==> src/rtl/chnl_rx_demux_if.sv <==
// Bundle of the RIFFA CHNL RX handshake and the per-destination output streams.
// slave is the demux view; master is the host/consumer view.
interface chnl_rx_demux_if #(
    parameter int unsigned C_PCI_DATA_WIDTH = 32,
    parameter int unsigned NUM_DEST         = 4
);
    logic                        CHNL_RX;
    logic                        CHNL_RX_ACK;
    logic                        CHNL_RX_LAST;
    logic [31:0]                 CHNL_RX_LEN;
    logic [30:0]                 CHNL_RX_OFF;
    logic [C_PCI_DATA_WIDTH-1:0] CHNL_RX_DATA;
    logic                        CHNL_RX_DATA_VALID;
    logic                        CHNL_RX_DATA_REN;
    logic [NUM_DEST-1:0]         o_val;
    logic [NUM_DEST-1:0]         o_rdy;
    logic [C_PCI_DATA_WIDTH-1:0] o_data;
    logic                        o_last;

    modport slave (
        input  CHNL_RX, CHNL_RX_LAST, CHNL_RX_LEN, CHNL_RX_OFF, CHNL_RX_DATA,
               CHNL_RX_DATA_VALID, o_rdy,
        output CHNL_RX_ACK, CHNL_RX_DATA_REN, o_val, o_data, o_last
    );

    modport master (
        output CHNL_RX, CHNL_RX_LAST, CHNL_RX_LEN, CHNL_RX_OFF, CHNL_RX_DATA,
               CHNL_RX_DATA_VALID, o_rdy,
        input  CHNL_RX_ACK, CHNL_RX_DATA_REN, o_val, o_data, o_last
    );
endinterface

==> src/rtl/chnl_rx_demux.sv <==
// Routes each RIFFA CHNL RX transaction to one of NUM_DEST consumers chosen by its header beat.
// Define CHNL_RX_DEMUX_STATS_EN to build the drop/abort statistics counters.
module chnl_rx_demux #(
    parameter int unsigned C_PCI_DATA_WIDTH = 32,
    parameter int unsigned NUM_DEST         = 4,
    parameter int unsigned DEST_W           = 2
) (
    input  logic           clk,
    input  logic           rst,
    output logic           CHNL_RX_CLK,
    chnl_rx_demux_if.slave bus,
    output logic           busy,
    output logic [15:0]    drop_cnt,
    output logic [15:0]    abort_cnt
);
    localparam int unsigned Wpb     = C_PCI_DATA_WIDTH / 32;
    localparam int unsigned WpbLog2 = $clog2(Wpb);

    typedef enum logic [2:0] {
        StIdle,
        StOpening,
        StOpenHdr,
        StData,
        StDiscard,
        StDrain
    } state_e;

    state_e              state_q, state_d;
    logic [31:0]         rem_q, rem_d;
    logic [DEST_W-1:0]   dest_q, dest_d;
    logic                ack_q, ack_d;
    logic [31:0]         beats;
    logic [DEST_W-1:0]   hdr_dest;
    logic                hdr_ok;
    logic [NUM_DEST-1:0] sel;
    logic [NUM_DEST-1:0] val;
    logic                ren;
    logic                drop_evt;
    logic                abort_evt;
    logic                unused_in;

    // Word count rounded up to whole beats; wraps in 32 bits like the host counter.
    assign beats    = (bus.CHNL_RX_LEN + 32'(Wpb - 1)) >> WpbLog2;
    assign hdr_dest = bus.CHNL_RX_DATA[DEST_W-1:0];
    assign hdr_ok   = 32'(hdr_dest) < NUM_DEST;

    assign CHNL_RX_CLK          = clk;
    assign bus.CHNL_RX_ACK      = ack_q;
    assign bus.CHNL_RX_DATA_REN = ren;
    assign bus.o_val            = val;
    assign bus.o_data           = bus.CHNL_RX_DATA;
    assign bus.o_last           = (state_q == StData) && (rem_q == 32'd1);
    assign busy                 = (state_q != StIdle);
    assign unused_in            = ^{bus.CHNL_RX_LAST, bus.CHNL_RX_OFF};

    always_comb begin
        sel = '0;
        for (int unsigned i = 0; i < NUM_DEST; i++) begin
            sel[i] = (32'(dest_q) == i);
        end
    end

    always_ff @(posedge clk or posedge rst) begin
        if (rst) begin
            state_q <= StIdle;
            rem_q   <= '0;
            dest_q  <= '0;
            ack_q   <= 1'b0;
        end else begin
            state_q <= state_d;
            rem_q   <= rem_d;
            dest_q  <= dest_d;
            ack_q   <= ack_d;
        end
    end

    always_comb begin
        state_d   = state_q;
        rem_d     = rem_q;
        dest_d    = dest_q;
        ack_d     = 1'b0;
        ren       = 1'b0;
        val       = '0;
        drop_evt  = 1'b0;
        abort_evt = 1'b0;
        unique case (state_q)
            StIdle: begin
                if (bus.CHNL_RX) state_d = StOpening;
            end
            StOpening: begin
                if (bus.CHNL_RX) begin
                    ack_d = 1'b1;
                    if (beats == 32'd0) begin
                        state_d = StDrain;
                    end else begin
                        state_d = StOpenHdr;
                        rem_d   = beats;
                    end
                end else begin
                    state_d = StIdle;
                end
            end
            StOpenHdr: begin
                if (!bus.CHNL_RX) begin
                    abort_evt = 1'b1;
                    state_d   = StIdle;
                end else begin
                    ren = bus.CHNL_RX_DATA_VALID;
                    if (ren) begin
                        dest_d = hdr_dest;
                        rem_d  = rem_q - 32'd1;
                        if (rem_q == 32'd1) begin
                            state_d = StDrain;
                        end else if (hdr_ok) begin
                            state_d = StData;
                        end else begin
                            state_d  = StDiscard;
                            drop_evt = 1'b1;
                        end
                    end
                end
            end
            StData, StDiscard: begin
                if (!bus.CHNL_RX) begin
                    abort_evt = 1'b1;
                    state_d   = StIdle;
                end else begin
                    if (state_q == StData) begin
                        val = sel & {NUM_DEST{bus.CHNL_RX_DATA_VALID}};
                        ren = bus.CHNL_RX_DATA_VALID & |(bus.o_rdy & sel);
                    end else begin
                        ren = bus.CHNL_RX_DATA_VALID;
                    end
                    if (ren) begin
                        rem_d = rem_q - 32'd1;
                        if (rem_q == 32'd1) state_d = StDrain;
                    end
                end
            end
            StDrain: begin
                // Beats beyond the announced length are swallowed until the host closes.
                ren = bus.CHNL_RX_DATA_VALID;
                if (!bus.CHNL_RX) state_d = StIdle;
            end
            default: state_d = StIdle;
        endcase
    end

`ifdef CHNL_RX_DEMUX_STATS_EN
    logic [15:0] drop_q;
    logic [15:0] abort_q;

    always_ff @(posedge clk or posedge rst) begin
        if (rst) begin
            drop_q  <= '0;
            abort_q <= '0;
        end else begin
            if (drop_evt && (drop_q != 16'hFFFF)) drop_q <= drop_q + 16'd1;
            if (abort_evt && (abort_q != 16'hFFFF)) abort_q <= abort_q + 16'd1;
        end
    end

    assign drop_cnt  = drop_q;
    assign abort_cnt = abort_q;
`else
    logic unused_evt;

    assign unused_evt = drop_evt ^ abort_evt;
    assign drop_cnt   = 16'd0;
    assign abort_cnt  = 16'd0;
`endif

endmodule

==> src/flat_wrapper.sv <==
// flat-port wrapper written by rule: the top's interface ports become plain ports
module chnl_rx_demux_flat 
#(
    parameter int unsigned C_PCI_DATA_WIDTH = 32,
    parameter int unsigned NUM_DEST         = 4,
    parameter int unsigned DEST_W           = 2
)
  (clk, rst, CHNL_RX_CLK, busy, drop_cnt, abort_cnt, bus_CHNL_RX, bus_CHNL_RX_LAST, bus_CHNL_RX_LEN, bus_CHNL_RX_OFF, bus_CHNL_RX_DATA, bus_CHNL_RX_DATA_VALID, bus_o_rdy, bus_CHNL_RX_ACK, bus_CHNL_RX_DATA_REN, bus_o_val, bus_o_data, bus_o_last);
  chnl_rx_demux_if #(.C_PCI_DATA_WIDTH(C_PCI_DATA_WIDTH), .NUM_DEST(NUM_DEST)) bus_i ();
  input  logic clk;
  input  logic rst;
  output logic CHNL_RX_CLK;
  output logic busy;
  output logic [15:0] drop_cnt;
  output logic [15:0] abort_cnt;
  input wire logic [$bits(bus_i.CHNL_RX)-1:0] bus_CHNL_RX;
  input wire logic [$bits(bus_i.CHNL_RX_LAST)-1:0] bus_CHNL_RX_LAST;
  input wire logic [$bits(bus_i.CHNL_RX_LEN)-1:0] bus_CHNL_RX_LEN;
  input wire logic [$bits(bus_i.CHNL_RX_OFF)-1:0] bus_CHNL_RX_OFF;
  input wire logic [$bits(bus_i.CHNL_RX_DATA)-1:0] bus_CHNL_RX_DATA;
  input wire logic [$bits(bus_i.CHNL_RX_DATA_VALID)-1:0] bus_CHNL_RX_DATA_VALID;
  input wire logic [$bits(bus_i.o_rdy)-1:0] bus_o_rdy;
  output wire logic [$bits(bus_i.CHNL_RX_ACK)-1:0] bus_CHNL_RX_ACK;
  output wire logic [$bits(bus_i.CHNL_RX_DATA_REN)-1:0] bus_CHNL_RX_DATA_REN;
  output wire logic [$bits(bus_i.o_val)-1:0] bus_o_val;
  output wire logic [$bits(bus_i.o_data)-1:0] bus_o_data;
  output wire logic [$bits(bus_i.o_last)-1:0] bus_o_last;
  assign bus_i.CHNL_RX = bus_CHNL_RX;
  assign bus_i.CHNL_RX_LAST = bus_CHNL_RX_LAST;
  assign bus_i.CHNL_RX_LEN = bus_CHNL_RX_LEN;
  assign bus_i.CHNL_RX_OFF = bus_CHNL_RX_OFF;
  assign bus_i.CHNL_RX_DATA = bus_CHNL_RX_DATA;
  assign bus_i.CHNL_RX_DATA_VALID = bus_CHNL_RX_DATA_VALID;
  assign bus_i.o_rdy = bus_o_rdy;
  assign bus_CHNL_RX_ACK = bus_i.CHNL_RX_ACK;
  assign bus_CHNL_RX_DATA_REN = bus_i.CHNL_RX_DATA_REN;
  assign bus_o_val = bus_i.o_val;
  assign bus_o_data = bus_i.o_data;
  assign bus_o_last = bus_i.o_last;
  chnl_rx_demux #(.C_PCI_DATA_WIDTH(C_PCI_DATA_WIDTH), .NUM_DEST(NUM_DEST), .DEST_W(DEST_W)) u_core (.clk(clk), .rst(rst), .CHNL_RX_CLK(CHNL_RX_CLK), .bus(bus_i), .busy(busy), .drop_cnt(drop_cnt), .abort_cnt(abort_cnt));
endmodule
==> config.mk <==
export PLATFORM = sky130hd
export DESIGN_NAME = chnl_rx_demux_flat
export DESIGN_NICKNAME = d
export VERILOG_FILES = /design/src/rtl/chnl_rx_demux_if.sv /design/src/rtl/chnl_rx_demux.sv /design/src/flat_wrapper.sv
export SDC_FILE = /design/constraint.sdc
export NUM_CORES = 1
export LEC_CHECK = 0
export ABC_CLOCK_PERIOD_IN_PS = 2400
export CAP_MARGIN = 20
export CORE_ASPECT_RATIO = 0.8
export CORE_MARGIN = 10
export CORE_UTILIZATION = 35
export CTS_CLUSTER_DIAMETER = 150
export DETAILED_ROUTE_END_ITERATION = 10
export PLACE_DENSITY = 0.72
export SETUP_SLACK_MARGIN = 0.4
export SYNTH_ARGS = -nofsm -noshare
export SYNTH_HDL_FRONTEND = slang
export SYNTH_SLANG_ARGS = --single-unit
==> constraint.sdc <==
create_clock -name clk -period 2.4 [get_ports clk]
set_input_delay 0.24 -clock clk [delete_from_list [all_inputs] [get_ports clk]]
set_output_delay 0.24 -clock clk [all_outputs]
set_load 0.02 [all_outputs]
== Word-level counts from Yosys, hierarchy flattened ==
Cells that the tools add are included.
Cells by class
  bitwise operators: 3
  reduce and logical (&&, ||, !) cells: 11
  multiplexer cells: 29
  $add $sub $neg: 1
  equal/unequal tests: 20
Operators with widths (number)
  32-bit 2-to-1 mux: 6
  32-bit case mux with 3 select lines: 1
  32-bit by 1-bit equality test with 1-bit output, second input constant: 1
  32-bit zero test: 1
  32-bit by 1-bit subtractor with 32-bit output, second input constant: 1
  3-bit 2-to-1 mux: 10
  3-bit case mux with 5 select lines: 1
  2-bit inequality test, second input constant: 7
  4-bit 2-to-1 mux: 3
  4-bit bitwise AND: 2
  1-bit 2-to-1 mux: 7
  7-bit AND reduction: 1
  3-bit by 2-bit equality test with 1-bit output, second input constant: 2
  3-bit equality test, second input constant: 2
  3-bit by 2-bit inequality test with 1-bit output, second input constant: 2
  3-bit nonzero test: 2
  5-bit AND reduction: 1
  2-bit equality test, second input constant: 2
  4-bit OR reduction: 1
  3-bit by 1-bit equality test with 1-bit output, second input constant: 1
  3-bit zero test: 1
  3-bit inequality test, second input constant: 1
  1-bit case mux with 3 select lines: 1
  3-bit AND reduction: 1
  other kinds (6): 6
Storage, ports and cells
  register bits: 38
  logic and storage cells: 68
  bits of input ports: 104
  output and inout port bits: 73

== Depth between registers and ports, before layout ==
Gate-level depths: netlist (run 1).
  depth after elaboration: 10
  mapped depth: 9
  depth with buffers taken out: 7

==> flow_metrics.env, run 1 <==
export IMPL_status="completed"
export IMPL_via_per_inst=5.90
export IMPL_clk_pin_slew_ns=0.06
export IMPL_combPwrFrac=0.568
export IMPL_synth_top_family_by_area="compound AO/OA/AOI/OAI gates"
export IMPL_drt_iter0_drc=424
export IMPL_post_route_period_util=0.954
export IMPL_fin_cells=599
export IMPL_initial_core_util=0.364
export IMPL_worstPathArrival_ns=2.57
export IMPL_syn_area_per_cell_um2=8.09
export IMPL_nets=591
export IMPL_slew_violations=0
export IMPL_cp_max_fo=4
export IMPL_async_reset_ff_frac=1.00
export IMPL_worst_ir_drop_vdd_uv=655
export IMPL_static_leakage_power_nw=1.92
export IMPL_clockPowerShare=0.178
export IMPL_die_width_um=129
export IMPL_grt_max_degree=39
export IMPL_synthAdderAreaFrac=0.00751
export IMPL_synth_compound_area_frac=0.267
export IMPL_fin_tns_setup_ns=0
export IMPL_sw_frac_of_total=0.426
export IMPL_cp_data_required_time_ns=2.68
export IMPL_overflow=0
export IMPL_syn_area_mm2=0.00333
export IMPL_r2r_slack_ns=0.11
export IMPL_finClkSkew_ns=0.00522
export IMPL_post_drt_wl_per_cell_um=19.2
export IMPL_io_pin_count=177
export IMPL_vias=3536
export IMPL_synth_edf_count=0
export IMPL_path_class="flop to flop"
export IMPL_rsz0062_at_grt="true"
export IMPL_synth_seq_cells=38
export IMPL_seqPwrFrac=0.254
export IMPL_synth_largest_area_cell="dfrtp_1"
export IMPL_routed_wl_mm=11.5
export IMPL_synthXorXnorAreaFrac=0.00263
export IMPL_antenna_found_initial=0
export IMPL_synth_seq_area_share=0.285
export IMPL_grt_pass1_vias=3416
export IMPL_synth_area_top_cells="dfrtp_1 (29%), buf_4 (15%), a21oi_1 (5.4%)"
export IMPL_dp_cells=562
export IMPL_hold_slack_ns=0.282
export IMPL_dp_final_hpwl_mm=7.66
export IMPL_die_area_mm2=0.0139
export IMPL_rows=31
export IMPL_max_freq_mhz=437
export IMPL_hold_path_class="input port to asynchronous set/reset pin"
export IMPL_grt_pass1_wl_mm=17.0
export IMPL_areaGrowthSynthToFinish_pct=39.8
export IMPL_start_kind="flop"
export IMPL_power_mw=5.33
export IMPL_portBuffers=52
export IMPL_intPower_mw=3.06
export IMPL_antennaDiodeCount=0
export IMPL_worstSetupEndpointType="flop"
export IMPL_yosysTopAreaCellShare=0.285
export IMPL_r2r_cells=8
export IMPL_core_area_mm2=0.00915
export IMPL_track_usage=0.150
export IMPL_p_switching_mw=2.27
export IMPL_post_route_drc_count=0
export IMPL_drive_above_1_share=0.326
export IMPL_yosys_cell_types_count=55
export IMPL_gp_congestion=0.887
export IMPL_synthSimpleGateAreaFrac=0.217
export IMPL_synthCells=412
export IMPL_clock_latency_ns=0.39
export IMPL_yosysWarnings=0
export IMPL_antenna_left=0
export IMPL_finalHoldViolCount=0
export IMPL_slew_headroom=0.624
export IMPL_finalCriticalPeriod_ns=2.29
export IMPL_powerDensity_mw_per_mm2=1140
export IMPL_setup_viol=0
export IMPL_synth_ff_type="dfrtp_1"
export IMPL_cts_tree="yes"
export IMPL_worst_slew_pin_slew_ns=0.558
export IMPL_muxShareOfSynthArea=0.0195
export IMPL_drt_pre_antenna_iters=6
export IMPL_die_y_um=107
export IMPL_drv_cap=0
[cell usage after synthesis, types with 4 or more instances]
library cell  count
nand2_1          11
o22ai_1           8
or2_2             5
a22o_1            5
nor4_1           14
o21ai_0           6
clkbuf_1         13
a21oi_1          36
a41oi_1           6
a22oi_1           9
buf_2            12
nor3_1           11
a31oi_1          19
nor2_1           47
buf_4            66
nand3_1           4
inv_1            16
o22a_1           18
dfrtp_1          38
nand4_1           8
a2bb2oi_1         6
[cell families after synthesis]
family / after synthesis
compound gates: 129
simple gates: 129
buf+inv: 107
flops: 38
mux: 5
fa+ha+maj: 2
other cells: 1
xor+xnor: 1
[final cells by class]
| type | instances | area [um2] |
|---|---|---|
| well taps | 115 | 144 |
| repair buffers | 122 | 1130 |
| fillers | 836 | 4500 |
| multi-input cells | 298 | 2140 |
| clock buffers | 10 | 224 |
| inverters | 16 | 60.1 |
| flip-flops and latches | 38 | 957 |
[per-layer routing]
metal	GRT usage	vias up	share of wire
met3	0.0409	35	0.088
met1	0.185	1705	0.41
li1	-	1585	-
met4	0.0494	0	0.019
met5	0	-	0
met2	0.248	211	0.48
[per-stage QoR]
step | instance area [um2] | setup slack, ns | utilization
after floorplan | 3480 | 0.280 | -
after global placement | 3890 | 0.0249 | 0.425
after detailed placement | 3890 | 0.0596 | 0.425
after CTS | 4290 | 0.215 | 0.469
after global routing | 4660 | 0.0604 | 0.509
final | 4660 | 0.109 | 0.509
[cells in the final DEF (no fill, tap or decap), drive strengths merged, types with 3 or more instances in the layout]
| cell | count |
|---|---|
| and4 | 3 |
| a22oi | 9 |
| or4 | 4 |
| nand3 | 4 |
| nand2 | 11 |
| o21ai | 7 |
| nor3b | 3 |
| clkbuf | 10 |
| a31oi | 19 |
| inv | 16 |
| a22o | 5 |
| nor2 | 48 |
| o22ai | 8 |
| nor3 | 12 |
| buf | 75 |
| o22a | 18 |
| or3 | 5 |
| nor4 | 15 |
| a21oi | 36 |
| dfrtp | 38 |
| a41oi | 6 |
| clkdlybuf4s50 | 44 |
| a2bb2oi | 6 |
| or2 | 5 |
| nand4 | 8 |
| o2bb2ai | 3 |
| conb | 32 |
[power groups by stage]
stage	Sequential, mW	Combinational (mW)	Clock [mW]
2_1_floorplan	1.21	1.80	0.0487
3_3_place_gp	1.26	2.41	0.0560
3_5_place_dp	1.28	2.47	0.0560
4_1_cts	1.30	2.60	0.955
5_1_grt	1.40	3.27	0.986
6_report	1.35	3.03	0.947
[path summary, 6_finish.rpt]
kind	start	endpoint
max in group asynchronous	rst	u_core.state_q[0]
worst min-delay path	rst	u_core.rem_q[17]
worst max register to register	u_core.rem_q[1]	u_core.rem_q[18]
min in group clk	bus_CHNL_RX_DATA[10]	bus_o_data[10]
worst min register to register	u_core.rem_q[9]	u_core.rem_q[9]
worst max-delay path	u_core.rem_q[1]	u_core.rem_q[18]
[critical path, cell delays in order, from the launching register on]
cell	delay, ns
dfrtp_1	0.38
inv_2	0.09
buf_6	0.10
ha_4	0.14
or4b_4	0.51
or4_4	0.48
nor2_4	0.15
a41oi_1	0.13
o22a_1	0.18
[registers in the layout, summed over array words and instances (netlist names)]
name / count
u_core.bus.CHNL_RX_ACK: 1
u_core.dest_q: 2
u_core.rem_q: 32
u_core.state_q: 3
[repair_timing]
item / CTS / global route
setup buffers: 7 / 18
gates cloned: 0 / 3
endpoints found under the setup margin: 43 / 41
gates resized for setup: 62 / 48
hold endpoints to repair: 0 / 0
hold buffers: 0 / 0
pin swaps: 13 / 37
(Power assumes the default switching activity.)
==> run 2, diff against run 1 <==
Settings changed: ABC_AREA set to 1, PLACE_DENSITY 0.72 to 0.7.
==> run 2 against run 1 <==
Net effect: synthesized cell count grew 50%; highest routed layer unchanged; sequential share of layout area up 2.0 points; critical endpoint is now bus_o_last; global-route usage shrank 0.97 points; non-clock buffer count shrank 59.
==> flow_metrics.env, run 2 <==
export IMPL_hold_path_class="input port to asynchronous set/reset pin"
export IMPL_drive_above_1_share=0.0986
export IMPL_cts_tree="yes"
export IMPL_antenna_found_initial=0
export IMPL_yosysWarnings=0
export IMPL_powerDensity_mw_per_mm2=1370
export IMPL_drv_cap=0
export IMPL_post_route_period_util=0.879
export IMPL_dp_final_hpwl_mm=7.95
export IMPL_die_y_um=111
export IMPL_drt_pre_antenna_iters=5
export IMPL_cp_max_fo=5
export IMPL_synth_area_top_cells="nand2_1 (26%), dfrtp_1 (26%), buf_4 (14%)"
export IMPL_finalHoldViolCount=0
export IMPL_cts_hold_buf=0
export IMPL_mostFrequentLayoutCells="nand2_1 (250), nor2_1 (88), inv_1 (44), clkdlybuf4s50_1 (44), nand3_1 (35)"
export IMPL_async_reset_ff_frac=1.00
export IMPL_slew_violations=0
export IMPL_die_area_mm2=0.0148
export IMPL_cp_data_required_time_ns=2.16
export IMPL_synth_common_cells="nand2_1 (254), nor2_1 (98), buf_4 (65), inv_1 (46), dfrtp_1 (38)"
export IMPL_start_kind="flop"
export IMPL_mostFrequentLayoutCell="nand2_1"
export IMPL_slowest_delay_ns=0.44
export IMPL_fin_ws_ns=0.291
export IMPL_rsz0062_at_grt="true"
export IMPL_initial_core_util=0.355
export IMPL_grt_max_degree=42
export IMPL_grt_pass1_wl_mm=17.3
export IMPL_routed_wl_mm=10.5
export IMPL_finalCriticalPeriod_ns=2.11
export IMPL_r2r_slack_ns=0.44
export IMPL_crit_chain="nor2_2 -> nand2_1 -> nor2_2 -> nand2_2 -> nor4_4 -> buf_4"
export IMPL_largest_reg_flops=32
export IMPL_synth_seq_cells=38
export IMPL_worstReg2RegStart="u_core.rem_q[0]"
export IMPL_synth_most_common_cell="nand2_1"
export IMPL_slowest_stage="dfrtp_2"
export IMPL_post_drt_wl_per_cell_um=13.3
export IMPL_post_route_drc_count=0
export IMPL_crit_top_cell="nor2_2"
export IMPL_synth_edf_count=0
export IMPL_status="completed"
export IMPL_fin_tns_setup_ns=0
export IMPL_rows=33
export IMPL_r2r_cells=11
export IMPL_finClkSkew_ns=0.00531
export IMPL_top_regs="u_core.rem_q: 32 flops, u_core.state_q: 3 flops, u_core.dest_q: 2 flops"
export IMPL_clk_pin_slew_ns=0.06
export IMPL_worstSetupEndpointType="output port"
export IMPL_io_pin_count=177
export IMPL_areaGrowthSynthToFinish_pct=17.9
export IMPL_antennaDiodeCount=0
export IMPL_max_freq_mhz=474
export IMPL_synthCells=620
export IMPL_antenna_left=0
export IMPL_syn_area_per_cell_um2=5.82
export IMPL_track_usage=0.140
export IMPL_static_leakage_power_nw=2.10
export IMPL_drt_iter0_drc=320
export IMPL_grt_pass1_vias=3679
export IMPL_r2r_end="u_core.rem_q[10]"
export IMPL_portBuffers=52
export IMPL_top_register="u_core.rem_q"
export IMPL_yosys_cell_types_count=29
export IMPL_overflow=0
export IMPL_via_per_inst=4.79
export IMPL_slew_headroom=0.656
export IMPL_worstPathArrival_ns=1.87
export IMPL_dr_wl_met2_mm=4.79
export IMPL_core_area_mm2=0.0102
export IMPL_worst_ir_drop_vdd_uv=677
export IMPL_top_layer="met4"
export IMPL_synth_ff_type="dfrtp_1"
export IMPL_syn_area_mm2=0.00361
export IMPL_synth_largest_area_cell="nand2_1"
export IMPL_hold_slack_ns=0.273
export IMPL_nets=754
export IMPL_gp_congestion=0.922
export IMPL_synth_seq_area_share=0.264
export IMPL_yosysTopAreaCellShare=0.264
export IMPL_clock_latency_ns=0.40
export IMPL_die_width_um=134
export IMPL_setup_viol=0
export IMPL_path_class="flop to output port"
export IMPL_drt_met1_wl_mm=4.54
export IMPL_wl_met3_um=982
export IMPL_worst_slew_pin_slew_ns=0.517
export IMPL_dp_slack_ns=0.130
export IMPL_vias=3778
run 2: changes by cell type after synthesis, moves of 19 or more:
| cell | previous run | this run |
|---|---|---|
| nand3_1 | 4 | 35 |
| nand2_1 | 11 | 254 |
| nor2_1 | 47 | 98 |
| inv_1 | 16 | 46 |
| o21ai_0 | 6 | 25 |
| a21oi_1 | 36 | 3 |
run 2: where the power goes:
group | switching (mW) | internal (mW) | leakage [nW]
combinational | 2.23 | 1.14 | 1.51
clock | 0.348 | 0.719 | 0.125
sequential | 0.389 | 0.988 | 0.463
run 2: cells by family after synthesis:
group                      synth area share
other                               0.00104
DFF                                   0.264
AOI/OAI and AO/OA                    0.0628
adders and majority gates           0.00694
and+or+nand+nor                       0.461
xor gates and xnor gates            0.00243
buffers and inverters                 0.203
run 2: worst max path at each step:
stage / startpoint / end / slack [ns] / cells past startpoint
2_1_floorplan: u_core.rem_q[9] / bus_o_last / 0.56 / 5
3_3_place_gp: u_core.rem_q[16] / bus_o_last / 0.19 / 6
3_5_place_dp: u_core.rem_q[16] / bus_o_last / 0.13 / 6
4_1_cts: u_core.rem_q[24] / bus_o_last / 0.35 / 6
5_1_grt: u_core.rem_q[4] / bus_o_last / 0.23 / 6
6_report: u_core.rem_q[10] / bus_o_last / 0.29 / 6
run 2: critical path: cells and delay by family, from the launching register on:
| family | cells | cell delay [ns] |
|---|---|---|
| flops | 1 | 0.44 |
| simple gates | 5 | 0.83 |
| buf+inv | 1 | 0.20 |
run 2: metal layers:
layer / vias to the layer above / global-route usage
met2: 165 / 0.226
met3: 19 / 0.0417
li1: 1882 / -
met4: 0 / 0.0507
met5: - / 0
met1: 1712 / 0.173
run 2: repair_timing:
action,4_1_cts,5_1_grt
pin swaps,2,1
cloned,0,0
endpoints found under the setup margin,10,36
setup buffers,3,1
gates resized for setup,33,26
run 2: area by class of cell:
type / count / area [um2]
clock buffers: 9 / 210
flip-flops and latches: 38 / 957
multi-input cells: 489 / 2110
well taps: 140 / 175
fillers: 1130 / 5900
clock inverters: 3 / 40.0
repair buffers: 63 / 584
inverters: 47 / 179
run 2: stage by stage:
step                      total power, mW  cell area, um2  std cells  utilization
after floorplan                      3.89            3720        651            -
after global placement               4.52            3940        774        0.388
after detailed placement             4.65            3940        774        0.388
after CTS                            5.76            4230        788        0.417
after global routing                 6.40            4250        789        0.419
final                                5.82            4250        789        0.419
